<file path="config.mk">
export PLATFORM = sky130hd
export DESIGN_NAME = perf_counter_bank
export DESIGN_NICKNAME = d
export VERILOG_FILES = /design/src/rtl/perf_counter_bank.sv
export SDC_FILE = /design/constraint.sdc
export NUM_CORES = 1
export LEC_CHECK = 0
export ABC_CLOCK_PERIOD_IN_PS = 12810
export CAP_MARGIN = 0
export CORE_MARGIN = 2
export CORE_UTILIZATION = 30
export DETAILED_ROUTE_END_ITERATION = 16
export PLACE_DENSITY = 0.56
export SYNTH_ARGS = -nofsm -noshare
export SYNTH_HDL_FRONTEND = slang
export SYNTH_SLANG_ARGS = --single-unit
</file>
<file path="constraint.sdc">
create_clock -name i_clk -period 12.81 [get_ports i_clk]
set_clock_uncertainty 0.15 [all_clocks]
set_input_delay 2.562 -clock i_clk [delete_from_list [all_inputs] [get_ports i_clk]]
set_output_delay 2.562 -clock i_clk [all_outputs]
set_load 0.1 [all_outputs]
</file>
<file path="src/rtl/perf_counter_bank.sv">
// Performance-monitor counter bank: one cycle counter plus NUM_EVT event counters with a registered read port.
// Optional shadow snapshot set is built when PERF_SNAPSHOT_EN is defined.
module perf_counter_bank #(
  parameter int unsigned NUM_EVT  = 4,
  parameter int unsigned CNT_W    = 32,
  parameter bit          SATURATE = 1'b0,
  localparam int unsigned AW      = $clog2(NUM_EVT + 2)
) (
  input  logic               i_clk,
  input  logic               i_rst,
  input  logic               i_count_en,
  input  logic               i_clr,
  input  logic [NUM_EVT-1:0] i_evt,
  input  logic               i_snap,
  input  logic               i_rd_shadow,
  input  logic [AW-1:0]      i_rd_addr,
  output logic [CNT_W-1:0]   o_rd_data,
  output logic [NUM_EVT:0]   o_ovf
);

  localparam int unsigned NC = NUM_EVT + 1;

  logic [NC-1:0]    w_inc;
  logic [CNT_W-1:0] r_cnt [NC];
  logic [NC-1:0]    r_ovf;
  logic [CNT_W-1:0] r_rd_data;
  logic [CNT_W-1:0] w_rd_val;

  // Index 0 is the cycle counter, index i+1 tracks evt[i].
  assign w_inc = i_count_en ? {i_evt, 1'b1} : '0;

  always_ff @(posedge i_clk or posedge i_rst) begin
    if (i_rst) begin
      for (int unsigned i = 0; i < NC; i++) r_cnt[i] <= '0;
      r_ovf <= '0;
    end else if (i_clr) begin
      for (int unsigned i = 0; i < NC; i++) r_cnt[i] <= '0;
      r_ovf <= '0;
    end else begin
      for (int unsigned i = 0; i < NC; i++) begin
        if (w_inc[i]) begin
          if (&r_cnt[i]) begin
            r_ovf[i] <= 1'b1;
            if (!SATURATE) r_cnt[i] <= '0;
          end else begin
            r_cnt[i] <= r_cnt[i] + CNT_W'(1);
          end
        end
      end
    end
  end

`ifdef PERF_SNAPSHOT_EN
  logic [CNT_W-1:0] r_shd [NC];

  // Shadow copy takes the pre-update live values, so snap+clr reads back the cleared totals.
  always_ff @(posedge i_clk or posedge i_rst) begin
    if (i_rst) begin
      for (int unsigned i = 0; i < NC; i++) r_shd[i] <= '0;
    end else if (i_snap) begin
      for (int unsigned i = 0; i < NC; i++) r_shd[i] <= r_cnt[i];
    end
  end
`else
  logic w_unused_snap;
  assign w_unused_snap = i_snap ^ i_rd_shadow;
`endif

  // Read mux: counters, then status word, anything beyond returns zero.
  always_comb begin
    w_rd_val = '0;
    if (i_rd_addr == AW'(NC)) w_rd_val = CNT_W'(r_ovf);
    for (int unsigned i = 0; i < NC; i++) begin
      if (i_rd_addr == AW'(i)) begin
`ifdef PERF_SNAPSHOT_EN
        w_rd_val = i_rd_shadow ? r_shd[i] : r_cnt[i];
`else
        w_rd_val = r_cnt[i];
`endif
      end
    end
  end

  always_ff @(posedge i_clk or posedge i_rst) begin
    if (i_rst) r_rd_data <= '0;
    else       r_rd_data <= w_rd_val;
  end

  assign o_rd_data = r_rd_data;
  assign o_ovf     = r_ovf;

endmodule
</file>
==> impl_results.md <==
* # clock sinks at between 150 and 200
* Number of flops mapped to enable cells by yosys at 0
* Synth unique cells at 56
* Post-route DRC at 0
* Port buffer count at 47
* Hold endpoint: o_ovf[0]
* Fill cells at between 3000 and 4000
* Vias in the first global route at 7733
* RSZ-0062 raised after global routing: false
* Post-Synth Adder-Cell Area at less than 1%
* Crit path buf inv count at 2
* Htree depth at 4
* Crit path time final at 4850 ps
* Detailed Route WL at 27.9 mm
* Static Leak at between 4 and 5 nW
* Crit start category: input pin
* Worst R2R Start: r_cnt[3]
* Die Span X at between 150 and 200 um
* Worst EP required at 12950 ps
* Hold_sp: o_ovf[0]
* ANT cells at 0
* Post-synthesis mux area share at 5.13%
* Initial cell density of the core at 30.3%
* R2r endpoint: r_cnt[7]
* Post-CTS Hold Fix Bufs at 0
* Bufs on Longest Clock Path at 2
* Commonest non-fill, non-tap cells in the layout: 197 x nor2_1, 197 x dfrtp_1, 105 x xor2_1, 75 x nand4_1, 63 x nand2_1
* Outcome: finished clean
* # nets final at 1125
* Cell Pwr Density at 104 nW/um^2
* Top FF cell, synth: dfrtp_1
* Antenna violations before repair at 0
* Min Hold Slack at 385 ps
* Worst-Margin Slew at about 1100 ps
* Final ANT Viol Nets at 0
* Yosys reg bits at 197
* CP max FO at 28
* First drt pass iteration count at 5
* Post-Synth Simple-Gate Area at ~25%
* Synth Cell Area at roughly 10000 um^2
* Num CTS Buffers at 17
* Cell Count, Final, Fillers Out at roughly 1600
* Post-CTS Resized at 0
* First-pass GRT wire length at 44.8 mm
* Mapped Cells at approximately 1100
* Gp weighted congestion at roughly 0.85
* Row count at 68
* XOR/XNOR share of the synthesized area at approximately an eighth
* Sequence of cells on the critical path: clkdlybuf4s50_1 -> buf_4 -> nand2_1 -> nor4_1 -> and4_1 -> or2_2 -> nor2_1
* Total power at 1.25 mW
* Main combinational cell family by area after synthesis: simple AND/OR/NAND/NOR gates
* Hold depth at 1
* Synth Area in Compound Gates at about 7.2%
* Clk pin slew, worst setup/hold paths at about 70 ps
* Kind of critical path: input pin to flop
* Cells after DPL at 1543
* Max cap viols at 0
* Worst reg2reg setup slack at ~10000 ps
* Hold Fails Final Rpt at 0
* Final HPWL DP at just under 20 mm
* Die Height at around 190 um
* Final setup vio count at 0
* Post-Syn Area per Cell at 9.74 um^2
* Core area at roughly 34000 um^2
* FF-to-FF path depth at 5
* Total negative slack at 0 ps
* Worst slew margin at about a quarter
* Critical-path top delay cell: or2_2
* Iteration-0 DRC count of the detailed router at 677
* Hold crit path type: flop to flop
* Vias at around 8100
* Largest net degree at the start of global routing at between 100 and 150
* Syn_nets at between 1000 and 1500
* CP peak stage delay at between 500 and 600 ps
* Async set-or-reset flop fraction in the synthesized netlist at 100%
* Clk Latency, worst-skew pair at approximately 440 ps
* Vias per std cell at slightly above 5
* Fmax at 206 MHz
* Total GRT Usage at 15.8%
* Die area at between 30000 and 40000 um^2
* Maximum vdd ir drop at just over 80 uV
* Clock tree from TritonCTS: yes
* Post-CTS Setup Repair Bufs at 0
* WL/cell at about 18 um
* Grt total ovfl at 0
* WP data arrival at between 4000 and 5000 ps
* Clock root buffer: clkbuf_16
* Layout cells sized above 1 at roughly 8.6%
* Max Slew Vio Count at 0
* YS warnings at 0
* CP Capture Type: flop
* Seq/Total Area, Yosys at 47.4%
* Area grow syn2layout at 15.2%
* I/O pin cnt at 50
* Crit share post-route at a little under two fifths
* CP top delay family: simple AND/OR/NAND/NOR gates
==> cell families after synthesis <==
logic type,count (synthesis)
AO/OA/AOI/OAI,115
adder cells (fa/ha/maj),5
multiplexers,37
buffers and inverters,69
AND/OR/NAND/NOR,505
flip-flops,197
XOR/XNOR,141
==> worst register-to-register path, delay by kind of cell (launching register included) <==
family | cells | cell delay [ps]
DFF | 1 | 460
and+or+nand+nor | 5 | 1950
==> cell usage after synthesis (2+ instances only) <==
cell type	n	area, um^2
xnor2_1	36	315
nor4_4	3	63.8
buf_4	4	30.0
or2_2	3	18.8
mux4_2	13	293
nand3_1	58	290
a22o_1	9	78.8
o22ai_1	23	144
nor2_1	197	739
nor3_1	19	95.1
o21ai_0	9	45.0
and2_1	9	56.3
o21a_1	3	22.5
and4_1	12	105
xor2_1	105	920
mux2i_1	23	230
or3_1	7	43.8
nand4_2	4	50.1
buf_6	3	33.8
a22oi_1	20	150
buf_1	5	18.8
and3_1	25	156
nor4_1	12	75.1
nor4_2	4	50.1
nand2_1	63	236
inv_1	19	71.3
nor3_2	2	20.0
dfrtp_1	197	4930
nand4_1	75	469
nor2b_1	4	25.0
clkbuf_1	24	90.1
buf_2	13	65.1
a21oi_1	38	190
a21oi_2	2	17.5
ha_1	5	62.6
==> worst max path at each step <==
stage | from | endpoint | cells past startpoint
CTS | i_count_en | r_cnt[60] | 7
floorplan | i_rst | o_ovf[0] | 1
detailed placement | i_count_en | r_cnt[60] | 7
global route | i_count_en | r_cnt[60] | 7
global placement | i_count_en | r_cnt[54] | 7
finish | i_count_en | r_cnt[60] | 7
==> power breakdown <==
part	internal [mW]	switching, mW
clock network	0.320	0.237
registers	0.624	0.00278
logic	0.0142	0.0484
total	0.958	0.288
==> final cells by class <==
cell class | count | area (um^2) | area share, %
clock buffers | 21 | 470 | 3.92
clock inverters | 8 | 126 | 1.05
inverters | 20 | 82.6 | 0.689
multi-input cells | 803 | 5190 | 43.3
flip-flops and latches | 197 | 4930 | 41.1
well taps | 455 | 569 | 4.75
repair buffers | 68 | 623 | 5.20
==> flip-flops by register name, indices dropped and copies added, names as in the netlist <==
name / flops
r_cnt: 160
o_rd_data: 32
o_ovf: 5
==> metrics by stage <==
stage / setup WS (ps) / utilization (%) / area (um^2)
2_1_floorplan: 4730 / - / 10400
3_3_place_gp: 7560 / 33.2 / 11400
3_5_place_dp: 7560 / 33.2 / 11400
4_1_cts: 8000 / 34.9 / 12000
5_1_grt: 7840 / 34.9 / 12000
6_report: 7960 / 34.9 / 12000
==> metal layers <==
layer,up-vias,GRT usage [%],wire [um]
li1,3854,-,-
met1,4061,23.1,13600
met2,174,24.4,12800
met3,29,2.30,1060
met4,0,3.79,405
met5,-,0,0
Note: power is estimated with default switching activity, not from simulation.
